--- src/rtl/alu_pkg.sv ---
// ----------------------------------------------------------------
// alu_pkg: command codes, NZCV flag indices and FSM encoding for alu_pipe
// Revision: 1.0
// ----------------------------------------------------------------
`default_nettype none

package alu_pkg;

    localparam logic [3:0] CMD_MOV  = 4'b0001;
    localparam logic [3:0] CMD_ADD  = 4'b0010;
    localparam logic [3:0] CMD_ADC  = 4'b0011;
    localparam logic [3:0] CMD_SUB  = 4'b0100;
    localparam logic [3:0] CMD_SBC  = 4'b0101;
    localparam logic [3:0] CMD_AND  = 4'b0110;
    localparam logic [3:0] CMD_ORR  = 4'b0111;
    localparam logic [3:0] CMD_EOR  = 4'b1000;
    localparam logic [3:0] CMD_MVN  = 4'b1001;
    localparam logic [3:0] CMD_ADDR = 4'b1010;
    localparam logic [3:0] CMD_CMP  = 4'b1100;
    localparam logic [3:0] CMD_TST  = 4'b1110;
    localparam logic [3:0] CMD_MUL  = 4'b1111;

    localparam int FLAG_N = 3;
    localparam int FLAG_Z = 2;
    localparam int FLAG_C = 1;
    localparam int FLAG_V = 0;

    typedef enum logic [0:0] {
        ST_IDLE     = 1'b0,
        ST_MUL_BUSY = 1'b1
    } state_t;

endpackage

`default_nettype wire

--- src/rtl/alu_mul_iter.sv ---
// ----------------------------------------------------------------
// alu_mul_iter: iterative shift-add multiplier keeping the low WIDTH bits
// Revision: 1.0
// ----------------------------------------------------------------
`default_nettype none

module alu_mul_iter #(
    parameter int WIDTH = 32
) (
    input  logic             clk,
    input  logic             rst,
    input  logic             start,
    input  logic             step,
    input  logic [WIDTH-1:0] a,
    input  logic [WIDTH-1:0] b,
    output logic             done,
    output logic [WIDTH-1:0] product
);

    localparam int CNT_W = $clog2(WIDTH);

    logic [CNT_W-1:0] count;
    logic [WIDTH-1:0] acc;
    logic [WIDTH-1:0] mcand;
    logic [WIDTH-1:0] mplier;

    // start performs the first partial product, so WIDTH-1 further steps complete it
    always_ff @(posedge clk or posedge rst) begin
        if (rst) begin
            count  <= '0;
            acc    <= '0;
            mcand  <= '0;
            mplier <= '0;
        end else if (start) begin
            acc    <= b[0] ? a : '0;
            mcand  <= a << 1;
            mplier <= b >> 1;
            count  <= CNT_W'(WIDTH - 1);
        end else if (step && (count != '0)) begin
            acc    <= acc + (mplier[0] ? mcand : '0);
            mcand  <= mcand << 1;
            mplier <= mplier >> 1;
            count  <= count - CNT_W'(1);
        end
    end

    assign done    = (count == '0);
    assign product = acc;

endmodule

`default_nettype wire

--- src/rtl/alu_pipe.sv ---
// ----------------------------------------------------------------
// alu_pipe: handshaked EXE-stage ALU with NZCV status register and iterative MUL
// Revision: 1.0
// ----------------------------------------------------------------
`default_nettype none

module alu_pipe #(
    parameter int WIDTH  = 32,
    parameter bit MUL_EN = 1'b1
) (
    input  logic             clk,
    input  logic             rst,
    input  logic             flush,
    input  logic             in_valid,
    output logic             in_ready,
    input  logic [3:0]       in_cmd,
    input  logic [WIDTH-1:0] in_a,
    input  logic [WIDTH-1:0] in_b,
    input  logic             in_s,
    output logic             out_valid,
    input  logic             out_ready,
    output logic [WIDTH-1:0] out_result,
    output logic [3:0]       out_flags,
    output logic [3:0]       status_reg
);

    import alu_pkg::*;

    state_t           state;
    logic             accept;
    logic             out_free;
    logic             is_mul;
    logic             mul_s;
    logic             mul_done;
    logic [WIDTH-1:0] mul_product;
    logic [3:0]       mul_flags;
    logic             is_sub;
    logic             is_arith;
    logic             carry_in;
    logic [WIDTH-1:0] op_b;
    logic [WIDTH:0]   sum;
    logic [WIDTH-1:0] alu_res;
    logic [3:0]       alu_flags;
    logic             alu_commit;

    assign out_free = !out_valid || out_ready;
    assign in_ready = (state == ST_IDLE) && !flush && out_free;
    assign accept   = in_valid && in_ready;
    assign is_mul   = MUL_EN && (in_cmd == CMD_MUL);

    // Subtraction is a + ~b + cin, so C comes out as NOT borrow
    always_comb begin
        is_sub   = (in_cmd == CMD_SUB) || (in_cmd == CMD_SBC) || (in_cmd == CMD_CMP);
        is_arith = is_sub || (in_cmd == CMD_ADD) || (in_cmd == CMD_ADC) || (in_cmd == CMD_ADDR);
        op_b     = is_sub ? ~in_b : in_b;
        case (in_cmd)
            CMD_ADC, CMD_SBC: carry_in = status_reg[FLAG_C];
            CMD_SUB, CMD_CMP: carry_in = 1'b1;
            default:          carry_in = 1'b0;
        endcase
        sum = {1'b0, in_a} + {1'b0, op_b} + {{WIDTH{1'b0}}, carry_in};

        alu_res    = '0;
        alu_commit = 1'b0;
        case (in_cmd)
            CMD_MOV:                            begin alu_res = in_b;           alu_commit = in_s; end
            CMD_MVN:                            begin alu_res = ~in_b;          alu_commit = in_s; end
            CMD_ADD, CMD_ADC, CMD_SUB, CMD_SBC: begin alu_res = sum[WIDTH-1:0]; alu_commit = in_s; end
            CMD_ADDR:                           begin alu_res = sum[WIDTH-1:0]; end
            CMD_CMP:                            begin alu_res = sum[WIDTH-1:0]; alu_commit = 1'b1; end
            CMD_AND:                            begin alu_res = in_a & in_b;    alu_commit = in_s; end
            CMD_ORR:                            begin alu_res = in_a | in_b;    alu_commit = in_s; end
            CMD_EOR:                            begin alu_res = in_a ^ in_b;    alu_commit = in_s; end
            CMD_TST:                            begin alu_res = in_a & in_b;    alu_commit = 1'b1; end
            default:                            begin alu_res = '0;             alu_commit = 1'b0; end
        endcase

        alu_flags[FLAG_N] = alu_res[WIDTH-1];
        alu_flags[FLAG_Z] = (alu_res == '0);
        alu_flags[FLAG_C] = is_arith ? sum[WIDTH] : status_reg[FLAG_C];
        alu_flags[FLAG_V] = is_arith ? ((in_a[WIDTH-1] == op_b[WIDTH-1]) && (sum[WIDTH-1] != in_a[WIDTH-1]))
                                     : status_reg[FLAG_V];

        mul_flags[FLAG_N] = mul_product[WIDTH-1];
        mul_flags[FLAG_Z] = (mul_product == '0);
        mul_flags[FLAG_C] = status_reg[FLAG_C];
        mul_flags[FLAG_V] = status_reg[FLAG_V];
    end

    generate
        if (MUL_EN) begin : g_mul
            alu_mul_iter #(.WIDTH(WIDTH)) u_mul (
                .clk     (clk),
                .rst     (rst),
                .start   (accept && is_mul),
                .step    (state == ST_MUL_BUSY),
                .a       (in_a),
                .b       (in_b),
                .done    (mul_done),
                .product (mul_product)
            );
        end else begin : g_no_mul
            assign mul_done    = 1'b0;
            assign mul_product = '0;
        end
    endgenerate

    always_ff @(posedge clk or posedge rst) begin
        if (rst) begin
            state      <= ST_IDLE;
            out_valid  <= 1'b0;
            out_result <= '0;
            out_flags  <= '0;
            status_reg <= '0;
            mul_s      <= 1'b0;
        end else if (flush) begin
            out_valid <= 1'b0;
            state     <= ST_IDLE;
        end else begin
            if (out_valid && out_ready) begin
                out_valid <= 1'b0;
            end
            case (state)
                ST_IDLE: begin
                    if (accept) begin
                        if (is_mul) begin
                            state <= ST_MUL_BUSY;
                            mul_s <= in_s;
                        end else begin
                            out_valid  <= 1'b1;
                            out_result <= alu_res;
                            out_flags  <= alu_flags;
                            if (alu_commit) begin
                                status_reg <= alu_flags;
                            end
                        end
                    end
                end
                ST_MUL_BUSY: begin
                    // product is held until the output register frees up
                    if (mul_done && out_free) begin
                        out_valid  <= 1'b1;
                        out_result <= mul_product;
                        out_flags  <= mul_flags;
                        if (mul_s) begin
                            status_reg <= mul_flags;
                        end
                        state <= ST_IDLE;
                    end
                end
                default: state <= ST_IDLE;
            endcase
        end
    end

endmodule

`default_nettype wire

--- config.mk ---
export PLATFORM = sky130hd
export DESIGN_NAME = alu_pipe
export DESIGN_NICKNAME = d
export VERILOG_FILES = /design/src/rtl/alu_pkg.sv /design/src/rtl/alu_mul_iter.sv /design/src/rtl/alu_pipe.sv
export SDC_FILE = /design/constraint.sdc
export NUM_CORES = 1
export LEC_CHECK = 0
export BUFFER_PORTS_ARGS = -buffer_cell sky130_fd_sc_hd__buf_4
export CAP_MARGIN = 20
export CORE_MARGIN = 2
export CORE_UTILIZATION = 50
export CTS_CLUSTER_DIAMETER = 30
export DETAILED_ROUTE_END_ITERATION = 6
export PLACE_DENSITY = 0.72
export SLEW_MARGIN = 10
export SYNTH_ARGS = -nofsm -noshare
export SYNTH_HDL_FRONTEND = slang
export SYNTH_SLANG_ARGS = --single-unit
--- constraint.sdc ---
create_clock -name clk -period 5.75 [get_ports clk]
set_input_delay 1.725 -clock clk [delete_from_list [all_inputs] [get_ports clk]]
set_output_delay 1.725 -clock clk [all_outputs]
set_load 0.005 [all_outputs]
# [After elaboration in Yosys (flattened, before gate mapping)]
# Cells that the tools add are included.
[word_totals] reg_bits=144 inputBits=74 output_inout_bits=42
[classes] add_sub_neg=4 n_eq_ne=20 n_mux=41 bitwise_logic=6 reduce_logical=31
[op_table] op="32-bit two-way mux" n=12
[op_table] op="32-bit case mux with 6 select lines" n=1
[op_table] op="32-bit zero test" n=2
[op_table] op="32-bit case mux with 2 select lines" n=1
[op_table] op="32-bit by 32-bit adder with 33-bit output" n=1
[op_table] op="33-bit by 1-bit adder with 33-bit output" n=1
[op_table] op="32-bit adder" n=1
[op_table] op="32-bit AND" n=1
[op_table] op="4-bit two-way mux" n=8
[op_table] op="32-bit NOT" n=1
[op_table] op="32-bit bitwise OR" n=1
[op_table] op="32-bit XOR" n=1
[op_table] op="4-bit == test (second input constant)" n=6
[op_table] op="4-bit by 3-bit == test with 1-bit output (second input constant)" n=4
[op_table] op="4-bit case mux with 2 select lines" n=2
[op_table] op="1-bit two-way mux" n=11
[op_table] op="5-bit two-way mux" n=2
[op_table] op="9-bit OR reduction" n=1
[op_table] op="4-bit by 2-bit == test with 1-bit output (second input constant)" n=2
[op_table] op="1-bit logical AND" n=8
[op_table] op="1-bit case mux with 2 select lines" n=4
[op_table] op="4-bit AND reduction" n=2
[op_table] op="2-bit OR reduction" n=4
[op_table] op="1-bit logical OR" n=6
[op_table] op="other kinds (14)" n=19

# [Depth between registers and ports, before layout]
# Gate-level depths: netlist (run 1).
[logic_depth] word_depth=13 mapped_depth=20

# [Hierarchy]
# A second synthesis (run 1) with hierarchy kept.
[hier_totals] cells_unflattened=1649 hier_area_um2=13367.8
[by_module_without_submodules] module="alu_pipe" n_inst=1 cells_each=921 area_each_um2=6872.8 seq_area_each_um2=1051.0
[by_module_without_submodules] module="alu_mul_iter" n_inst=1 cells_each=728 area_each_um2=6495.0 seq_area_each_um2=2477.4

# [Worst setup path after synthesis (run 1)]
# No wires, ideal clock.
[synth_timing] kind="input-to-reg" from="in in_cmd[3]" to="reg out_flags[2]" setup_time_ps=82 arrival_ps=5788 required_ps=5668 slack_ps=-120 cell_stages=20 n_path_buf=4 path_cell_list="buf_6 > buf_6 > buf_2 > buf_1 > nand2b_1 > a211oi_1 > fa_1 > inv_1 > fa_1 > nand2b_1 > a21oi_1 > o21ai_1 > o311a_1 > o31ai_1 > xnor2_1 > o2111a_1 > o2111ai_1 > nor4_1 > nand3_1 > a31oi_1"
[synth_via] elab_chain_len=11 word_cells_on_any_way=30 classes_between="add/sub (2); eq/ne (14); mux (6); reduce/logical (8)"
[synth_lines] item="start: declaration" line="alu_pipe.sv:16" rtl="input logic [3:0] in_cmd,"
[synth_lines] item="4-bit by 3-bit == test with 1-bit output" line="alu_pipe.sv:53, alu_pipe.sv:56, alu_pipe.sv:65"
[synth_lines] item="1-bit logical OR (2 in a row)" line="alu_pipe.sv:53" rtl="is_sub = (in_cmd == CMD_SUB) || (in_cmd == CMD_SBC) || (in_cmd == CMD_CMP);"
[synth_lines] item="32-bit two-way mux" line="alu_pipe.sv:55" rtl="op_b = is_sub ? ~in_b : in_b;"
[synth_lines] item="32-bit by 32-bit adder with 33-bit output" line="alu_pipe.sv:61" rtl="sum = {1'b0, in_a} + {1'b0, op_b} + {{WIDTH{1'b0}}, carry_in};"
[synth_lines] item="33-bit by 1-bit adder with 33-bit output" line="alu_pipe.sv:61"
[synth_lines] item="32-bit case mux with 6 select lines" line="alu_pipe.sv:65" rtl="case (in_cmd)"
[synth_lines] item="32-bit zero test" line="alu_pipe.sv:79" rtl="alu_flags[FLAG_Z] = (alu_res == '0);"
[synth_lines] item="4-bit two-way mux" line="alu_pipe.sv:126" rtl="if (is_mul) begin"
[synth_lines] item="4-bit two-way mux" line="alu_pipe.sv:125" rtl="if (accept) begin"
[synth_lines] item="4-bit case mux with 2 select lines" line="alu_pipe.sv:123" rtl="case (state)"
[synth_lines] item="end signal: assignment" line="alu_pipe.sv:132" rtl="out_flags <= alu_flags;"
[synth_lines] item="end signal: assignment" line="alu_pipe.sv:144" rtl="out_flags <= mul_flags;"
[synth_lines] item="end: declaration" line="alu_pipe.sv:23" rtl="output logic [3:0] out_flags,"
# Parallel ways exist; a longest one is shown, timed or not. The select of a mux whose other input is x is not followed.
# A chain may end at the register's enable or synchronous reset.

# [Final worst setup path (run 1)]
[layout_timing] from="in in_cmd[1]" to="reg status_reg[2]"
[layout_via] elab_chain_len=12 word_cells_on_any_way=35 classes_between="add/sub (2); eq/ne (15); mux (8); reduce/logical (10)"
[layout_lines] item="4-bit by 3-bit == test with 1-bit output" line="alu_pipe.sv:53, alu_pipe.sv:56, alu_pipe.sv:65"
[layout_lines] item="1-bit logical OR (2 in a row)" line="alu_pipe.sv:53"
[layout_lines] item="32-bit two-way mux" line="alu_pipe.sv:55"
[layout_lines] item="32-bit by 32-bit adder with 33-bit output" line="alu_pipe.sv:61"
[layout_lines] item="33-bit by 1-bit adder with 33-bit output" line="alu_pipe.sv:61"
[layout_lines] item="32-bit case mux with 6 select lines" line="alu_pipe.sv:65"
[layout_lines] item="32-bit zero test" line="alu_pipe.sv:79"
[layout_lines] item="4-bit two-way mux" line="alu_pipe.sv:133" rtl="if (alu_commit) begin"
[layout_lines] item="4-bit two-way mux" line="alu_pipe.sv:126"
[layout_lines] item="4-bit two-way mux" line="alu_pipe.sv:125"
[layout_lines] item="4-bit case mux with 2 select lines" line="alu_pipe.sv:123"
[layout_lines] item="end signal: assignment" line="alu_pipe.sv:134" rtl="status_reg <= alu_flags;"
[layout_lines] item="end signal: assignment" line="alu_pipe.sv:146" rtl="status_reg <= mul_flags;"
[layout_lines] item="end: declaration" line="alu_pipe.sv:24" rtl="output logic [3:0] status_reg"
# Parallel ways exist; a longest one is shown, timed or not. The select of a mux whose other input is x is not followed.

==> results.sh, run 1 <==
export IMPL_cp_num_buf_inv=2
export IMPL_die_area_um2=27100
export IMPL_post_cts_buffers=0
export IMPL_finalHoldViolCount=0
export IMPL_crit_slowest_cell="o311a_1"
export IMPL_synthesis_area_um2=12900
export IMPL_crit_chain="buf_4 > nor2b_1 > nor2_1 > a211oi_1 > fa_1 > inv_1 > fa_1 > nand2b_1 > a21oi_2 > o21ai_1 > o311a_1 > o31ai_2 > xnor2_1 > o2111a_1 > o2111ai_1 > nor4_1 > nand3_1 > a31oi_1"
export IMPL_htreeDepth=4
export IMPL_post_cts_resize_count=0
export IMPL_die_x_um=165
export IMPL_routedWlPerCell_um=21.2
export IMPL_ant_nets=0
export IMPL_ios=116
export IMPL_status="finished, violations left"
export IMPL_end_kind="flop"
export IMPL_instances_no_fill=2027
export IMPL_slew_viol_final=0
export IMPL_crit_arrival_ps=5750
export IMPL_cpMostUsedCell="fa_1"
export IMPL_slowest_delay_ps=440
export IMPL_cts_root_buf="clkbuf_16"
export IMPL_start_util=0.511
export IMPL_synth_edf_count=0
export IMPL_syn_area_per_cell_um2=8.02
export IMPL_ir_worst_vdd_uv=226
export IMPL_dpl_cell_area_um2=14100
export IMPL_rsz0062_at_grt="no"
export IMPL_drt_pass1_iter_count=7
export IMPL_syn_inst=1609
export IMPL_fin_nets=1888
export IMPL_path_delay_family="compound AO/OA/AOI/OAI gates"
export IMPL_required_ps=6100
export IMPL_hold_buffers=0
export IMPL_period_needed_ps=5390
export IMPL_timing_fmax_mhz=185
export IMPL_synthArstFlopShare=1.00
export IMPL_synth_commonest_cells="nand2_1, dfrtp_1, a21oi_1"
export IMPL_drive_above_1_share=0.137
export IMPL_grt_met3_usage=0.0495
export IMPL_grt_pass1_wl_mm=66.3
export IMPL_total_power_mw=4.96
export IMPL_top_usage_layer="met2"
export IMPL_setup_viol=0
export IMPL_p_leak_nw=6.99
export IMPL_powerDensity_nw_per_um2=339
export IMPL_synthFlopType="dfrtp_1"
export IMPL_clkTransAtPathRegs_ps=70
export IMPL_ys_ff_latch=141
export IMPL_ys_top_cells_by_area="dfrtp_1, ha_1, nand2_1"
export IMPL_gp_congestion=0.969
export IMPL_synth_distinct_cells=91
export IMPL_die_y_um=165
export IMPL_dp_hpwl_mm=31.8
export IMPL_cts_tree="yes"
export IMPL_design_area_um2=14600
export IMPL_syn_num_nets=1813
export IMPL_grt_pass1_vias=11800
export IMPL_vias=12600
export IMPL_yosysWarnings=0
export IMPL_slew_headroom=0.308
export IMPL_io_buffers=115
export IMPL_hold_slack_ps=469
export IMPL_viasPerCell=6.23
export IMPL_grt_max_degree=77
export IMPL_antenna_found_initial=0
export IMPL_critPathKind="in -> reg"
export IMPL_dp_cells=1995
export IMPL_core_um2=25300
export IMPL_grt_use_total=0.320
export IMPL_cts_sinks=141
export IMPL_syn_to_final_growth_pct=13.4
export IMPL_synth_largest_area_cell="dfrtp_1"
export IMPL_drt_total_wl_mm=43.0
export IMPL_cp_start_kind="input port"
export IMPL_grt_overflow=0
export IMPL_met1_usage=0.432
export IMPL_clockBufferDepth=2
export IMPL_worstMarginPinSlew_ps=1040
export IMPL_cap_violations=0
export IMPL_yosysTopAreaCellShare=0.273
export IMPL_drc_errors=13
export IMPL_fp_row_count=58
export IMPL_fin_crit_sh=0.938
export IMPL_cts_buffers=17
export IMPL_met2_usage=0.506
export IMPL_n_antenna_cell=0
export IMPL_insertion_delay_ps=440
export IMPL_drt_initial_drc_count=1338
export IMPL_clock_skew_ps=15.4
export IMPL_hold_class="reg -> reg"
export IMPL_violations="design-rule violations"
export IMPL_synth_most_common_cell="nand2_1"
export IMPL_cp_max_fo=5
export IMPL_synth_seq_area_share=0.273
-- logic make-up (layout without fill, tap and decap cells) --
kind of cell / Yosys count / after routing / share of synthesized area
AND/OR/NAND/NOR: 523 / 523 / 0.187
AO/OA/AOI/OAI: 491 / 491 / 0.253
buffers and inverters: 186 / 274 / 0.0625
flip-flops: 141 / 141 / 0.273
adder cells (fa/ha/maj): 130 / 130 / 0.128
XOR/XNOR: 111 / 111 / 0.0753
multiplexers: 27 / 27 / 0.0216
-- routing by layer --
metal  share of wire  vias up
li1                -     5906
met1            0.43     6074
met2            0.45      558
met3           0.077       87
met4           0.047        0
met5               0        -
-- final cells by class --
type                       instances  area (µm²)
inverter                          90         343
fill                            2353       10600
sequential                       141        3530
tap                              330         413
clock buffer                      18         429
timing repair buffer             152        1150
multi-input combinational       1282        8610
clock inverter                    14         159
-- worst reg2reg max path: cells and delay by family (launching register included) --
| kind | cells | cell delay (ps) |
|---|---|---|
| and+or+nand+nor | 4 | 890 |
| buffers and inverters | 1 | 70 |
| AOI/OAI and AO/OA | 8 | 2020 |
| DFF | 1 | 560 |
| xor gates and xnor gates | 1 | 180 |
| adders and majority gates | 2 | 680 |
-- worst paths after layout --
path / slack (ps) / endpoint / depth (start not counted) / startpoint
max: 360 / status_reg[2] / 18 / in_cmd[1]
min: 470 / g_mul.u_mul.product[0] / 2 / g_mul.u_mul.product[0]
max reg2reg: 1300 / status_reg[2] / 16 / status_reg[1]
min reg2reg: 470 / g_mul.u_mul.product[0] / 2 / g_mul.u_mul.product[0]
max in group asynchronous: 3310 / g_mul.u_mul.mcand[10] / 3 / rst
min in group asynchronous: 1400 / g_mul.u_mul.product[24] / 2 / rst
-- per-stage QoR --
| step | util | worst slack, ps | TNS [ps] |
|---|---|---|---|
| 3_3_place_gp | 0.556 | 45.5 | 0 |
| 4_1_cts | 0.580 | 414 | 0 |
| 3_5_place_dp | 0.556 | -10.5 | -15.7 |
| 2_1_floorplan | - | 10.2 | 0 |
| 6_report | 0.580 | 358 | 0 |
| 5_1_grt | 0.580 | 112 | 0 |
-- cell usage in the layout (no fill, tap or decap), types with 9 or more instances in the layout --
cell,instances
a211oi_1,15
a21o_1,29
a21oi_1,135
a221oi_1,12
a22oi_1,44
a31oi_1,44
and2_1,34
and3_1,12
buf_4,151
clkbuf_16,17
dfrtp_1,141
ha_1,127
inv_1,88
mux2i_1,20
nand2_1,222
nand2b_1,10
nand3_1,28
nand4_1,15
nor2_1,119
nor3_1,22
nor4_1,13
o211ai_1,11
o21a_1,13
o21ai_0,68
o21ai_1,9
o22ai_1,23
xnor2_1,76
xor2_1,35
-- where the power goes --
group          switching, mW  internal (mW)
Combinational           1.21          0.958
Clock                  0.523          0.651
Sequential             0.324           1.29
Note: power is estimated with default switching activity, not from simulation.
==> run 2, diff against run 1 <==
CORE_UTILIZATION = 56   (was 50)
PLACE_DENSITY = 0.79   (was 0.72)
==> run 2 against run 1 <==
  * The flow still finishes with violations (design-rule violations)
  * Sequential share of layout area fell by 0.10 points
  * Clock skew decreased by 5.3 ps
  * Core utilization rose by 7.0 points
  * Die area is 10% lower
  * Clock power rose by 7%
  * Largest power group unchanged
==> results.sh, run 2 (synthesized netlist as in run 1, its figures left out) <==
export IMPL_status="finished, violations left"
export IMPL_violations="design-rule violations"
export IMPL_grt_use_total=0.345
export IMPL_grt_pass1_vias=11800
export IMPL_gp_congestion=0.980
export IMPL_period_needed_ps=5480
export IMPL_worstMarginPinSlew_ps=1100
export IMPL_powerDensity_nw_per_um2=344
export IMPL_r2r_slack_ps=1320
export IMPL_cts_root_buf="clkbuf_16"
export IMPL_hold_buffers=0
export IMPL_drc_errors=4
export IMPL_drive_above_1_share=0.141
export IMPL_cts_sinks=141
export IMPL_insertion_delay_ps=440
export IMPL_start_util=0.570
export IMPL_ios=116
export IMPL_die_y_um=156
export IMPL_grt_max_degree=71
export IMPL_fp_row_count=55
export IMPL_worstRegToRegCells=16
export IMPL_design_area_um2=14700
export IMPL_fin_nets=1895
export IMPL_finalHoldViolCount=0
export IMPL_clkTransAtPathRegs_ps=70
export IMPL_layout_cells_most_common="nand2_1"
export IMPL_final_cell_mix="nand2_1, buf_4, dfrtp_1, a21oi_1, ha_1"
export IMPL_io_buffers=115
export IMPL_grt_overflow=0
export IMPL_reg2reg_to="status_reg[2]"
export IMPL_r2r_start="status_reg[1]"
export IMPL_clock_skew_ps=10.1
export IMPL_post_cts_resize_count=0
export IMPL_cp_max_fo=12
export IMPL_dp_hpwl_mm=31.1
export IMPL_critPathLaunch="in_cmd[1]"
export IMPL_fill_cells=1987
export IMPL_critPathKind="in -> reg"
export IMPL_die_area_um2=24300
export IMPL_endpoint="status_reg[2]"
export IMPL_slew_viol_final=0
export IMPL_cp_start_kind="input port"
export IMPL_crit_arrival_ps=5840
export IMPL_dp_cells=1957
export IMPL_timing_fmax_mhz=182
export IMPL_drt_initial_drc_count=1245
export IMPL_rsz0062_at_grt="no"
export IMPL_setup_viol=0
export IMPL_die_x_um=156
export IMPL_slew_headroom=0.268
export IMPL_grt_pass1_wl_mm=64.8
export IMPL_cts_buffers=17
export IMPL_viasPerCell=6.36
export IMPL_ant_nets=0
export IMPL_p_leak_nw=7.06
export IMPL_dpl_cell_area_um2=14100
export IMPL_vias=12700
export IMPL_clockBufferDepth=2
export IMPL_required_ps=6100
export IMPL_fin_crit_sh=0.953
export IMPL_cap_violations=0
export IMPL_drt_total_wl_mm=41.7
export IMPL_instances_no_fill=1990
export IMPL_hold_class="reg -> reg"
export IMPL_cts_tree="yes"
export IMPL_routedWlPerCell_um=20.9
export IMPL_htreeDepth=4
export IMPL_hold_slack_ps=477
export IMPL_ir_worst_vdd_uv=187
export IMPL_drt_pass1_iter_count=7
export IMPL_antenna_found_initial=0
export IMPL_end_kind="flop"
export IMPL_syn_to_final_growth_pct=13.9
export IMPL_post_cts_buffers=0
export IMPL_core_um2=22600
-- run 2: worst min path at each step --
stage                                start                      to  slack (ps)  cells past startpoint
finish              g_mul.u_mul.mplier[27]  g_mul.u_mul.mplier[27]         480                      2
global route         g_mul.u_mul.mplier[9]   g_mul.u_mul.mplier[9]         500                      2
CTS                  g_mul.u_mul.mplier[1]   g_mul.u_mul.mplier[1]         480                      2
detailed placement   g_mul.u_mul.mcand[31]   g_mul.u_mul.mcand[31]         460                      2
global placement    g_mul.u_mul.product[0]  g_mul.u_mul.product[0]         450                      2
floorplan           g_mul.u_mul.product[0]  g_mul.u_mul.product[0]         440                      2
-- run 2: report_power, final --
part,switching [mW],internal [mW]
logic,1.23,0.965
clock network,0.502,0.749
registers,0.318,1.29
total,2.05,3.01
-- run 2: metal layers --
metal	track usage	part of all wire	wire, µm
met1	0.457	0.42	17300
met5	0	0	0
met2	0.539	0.45	18700
met4	0.187	0.058	2400
met3	0.0608	0.079	3270
-- run 2: through the flow --
| step | util | setup WS, ps | total power [mW] | TNS (ps) |
|---|---|---|---|---|
| 5_1_grt | 0.649 | 46.3 | 5.37 | 0 |
| 2_1_floorplan | - | 10.2 | 3.05 | 0 |
| 3_5_place_dp | 0.621 | -65.6 | 3.76 | -110 |
| 4_1_cts | 0.649 | 372 | 5.03 | 0 |
| 3_3_place_gp | 0.621 | 57.8 | 3.70 | 0 |
| 6_report | 0.649 | 269 | 5.05 | 0 |
-- run 2: cell type report --
class	count	area, µm²	area share
Timing Repair Buffer	159	1210	0.0821
Clock inverter	14	206	0.0140
Inverter	90	343	0.0233
Tap cell	285	357	0.0243
Multi-Input combinational cell	1282	8620	0.586
Antenna cell	1	2.50	0.000170
Sequential cell	141	3530	0.240
Clock buffer	18	439	0.0299
-- run 2: worst max-delay path, stage by stage --
cell and delay, ps:
buf_4 160, nor2b_1 210, nand2_2 120, xnor2_1 150, fa_1 440, buf_4 160
a211oi_2 210, o21a_1 350, o31a_1 250, xor2_1 160, o221ai_1 160, nand4b_1 230
nor4_1 520, nand4_1 200, nor4_1 390, nand3_1 180, a31oi_1 200
==> run 3, diff against run 2 <==
CORE_UTILIZATION = 35   (was 56)
CTS_BUF_LIST = sky130_fd_sc_hd__clkbuf_4   (was unset)
PLACE_DENSITY = unset   (was 0.79)
==> run 3 against run 2 <==
  * Clock power is 33% lower
  * Register-to-register slack worse by 30 ps
  * Design area is 0.36% higher
  * Largest power group unchanged
  * First-iteration DRC count is 18% lower
  * The run now ends clean
  * Combinational power is 2% higher
==> results.sh, run 3 (synthesized netlist as in run 1, its figures left out) <==
export IMPL_finalSetupTns_ps=0
export IMPL_gp_congestion=0.907
export IMPL_worstMarginPinSlew_ps=1060
export IMPL_core_um2=36400
export IMPL_cts_tree="yes"
export IMPL_clockBufferDepth=2
export IMPL_end_kind="flop"
export IMPL_post_cts_resize_count=0
export IMPL_drt_total_wl_mm=45.4
export IMPL_cpMostUsedCell="fa_1"
export IMPL_design_area_um2=14800
export IMPL_ant_nets=0
export IMPL_die_x_um=196
export IMPL_worstRegToRegCells=16
export IMPL_grt_max_degree=70
export IMPL_slowest_delay_ps=440
export IMPL_routedWlPerCell_um=20.8
export IMPL_required_ps=6250
export IMPL_cap_violations=0
export IMPL_r2r_slack_ps=1290
export IMPL_ir_worst_vdd_uv=154
export IMPL_hold_slack_ps=482
export IMPL_vias=12400
export IMPL_multi_input_area_um2=8610
export IMPL_hold_buffers=0
export IMPL_crit_slowest_cell="o311a_1"
export IMPL_rsz0062_at_grt="no"
export IMPL_die_y_um=196
export IMPL_drc_errors=0
export IMPL_critPathKind="in -> reg"
export IMPL_layout_cells_most_common="nand2_1"
export IMPL_slew_headroom=0.294
export IMPL_crit_chain="buf_4 > nor2b_1 > nor2_1 > a211oi_1 > fa_1 > inv_1 > fa_1 > nand2b_1 > a21oi_2 > o21ai_1 > o311a_1 > o31ai_2 > xnor2_1 > o2111a_1 > o2111ai_1 > nor4_1 > nand3_1 > a31oi_1"
export IMPL_timing_fmax_mhz=191
export IMPL_fin_crit_sh=0.912
export IMPL_htreeDepth=4
export IMPL_io_buffers=115
export IMPL_grt_use_total=0.237
export IMPL_cts_buffers=17
export IMPL_setup_viol=0
export IMPL_fill_cells=3814
export IMPL_dpl_cell_area_um2=14400
export IMPL_viasPerCell=5.68
export IMPL_crit_arrival_ps=5740
export IMPL_fp_row_count=70
export IMPL_drive_above_1_share=0.147
export IMPL_cp_max_fo=4
export IMPL_seq_area_um2=3530
export IMPL_start_util=0.354
export IMPL_clkTransAtPathRegs_ps=130
export IMPL_post_cts_buffers=0
export IMPL_grt_pass1_vias=11900
export IMPL_insertion_delay_ps=590
export IMPL_finalHoldViolCount=0
export IMPL_syn_to_final_growth_pct=14.3
export IMPL_hold_class="reg -> reg"
export IMPL_fin_nets=1911
export IMPL_min_path_cells=2
export IMPL_total_power_mw=4.67
export IMPL_cp_start_kind="input port"
export IMPL_powerDensity_nw_per_um2=316
export IMPL_dp_hpwl_mm=34.0
export IMPL_die_area_um2=38400
export IMPL_antenna_found_initial=1
export IMPL_slew_viol_final=0
export IMPL_final_core_util=0.405
export IMPL_grt_overflow=0
export IMPL_drt_initial_drc_count=1027
export IMPL_final_cell_mix="nand2_1, buf_4, dfrtp_1, a21oi_1, ha_1"
export IMPL_clock_skew_ps=27.4
export IMPL_drt_pass1_iter_count=6
export IMPL_p_leak_nw=7.00
export IMPL_status="completed"
export IMPL_grt_pass1_wl_mm=70.3
export IMPL_cts_root_buf="clkbuf_4"
export IMPL_ios=116
export IMPL_cts_sinks=141
export IMPL_period_needed_ps=5250
==> run 3: cell types whose count changed in the layout (fill, tap and decap cells not counted), sizes merged <==
cell and delta:
clkinv +1, bufinv +2, buf +16, clkinvlp -1
inv -4
==> run 3: power by group <==
part,switching (mW),internal [mW]
combinational,1.24,0.984
clock,0.405,0.431
sequential,0.316,1.29
total,1.96,2.70
==> run 3: final timing paths <==
path | startpoint | endpoint
min | g_mul.u_mul.product[0] | g_mul.u_mul.product[0]
max reg2reg | status_reg[1] | out_flags[2]
min in group asynchronous | rst | g_mul.u_mul.product[25]
max | in_cmd[1] | out_flags[2]
max in group asynchronous | rst | g_mul.u_mul.product[17]
min reg2reg | g_mul.u_mul.product[0] | g_mul.u_mul.product[0]
==> run 3: critical path: cells and delay by family <==
family                     cells  cell delay (ps)
and+or+nand+nor                5              930
buffers and inverters          2              180
AOI/OAI and AO/OA              8             2070
xor gates and xnor gates       1              190
adders and majority gates      2              650
==> run 3: per-stage QoR <==
| step | cells | setup slack, ps |
|---|---|---|
| finish | 2187 | 505 |
| global route | 2187 | 223 |
| CTS | 2186 | 586 |
| detailed placement | 2156 | -6.73 |
| global placement | 2156 | 64.1 |
| floorplan | 1609 | 10.2 |
==> run 3: metal layers <==
layer	wire, µm	share of wire	vias up	global-route usage
met5	81	0.0018	-	0.0153
met3	2760	0.061	49	0.0401
met1	20800	0.46	6010	0.322
li1	-	-	5949	-
met4	1160	0.025	2	0.0690
met2	20700	0.46	405	0.384
==> run 3: final cells by class <==
type                            instances  area share
Tap cell                              468      0.0397
Clock buffer                           18     0.00916
Antenna cell                            1    0.000170
Clock inverter                         12      0.0148
Timing Repair Buffer                  175      0.0899
Multi-Input combinational cell       1282       0.584
Inverter                               90      0.0232
Sequential cell                       141       0.239
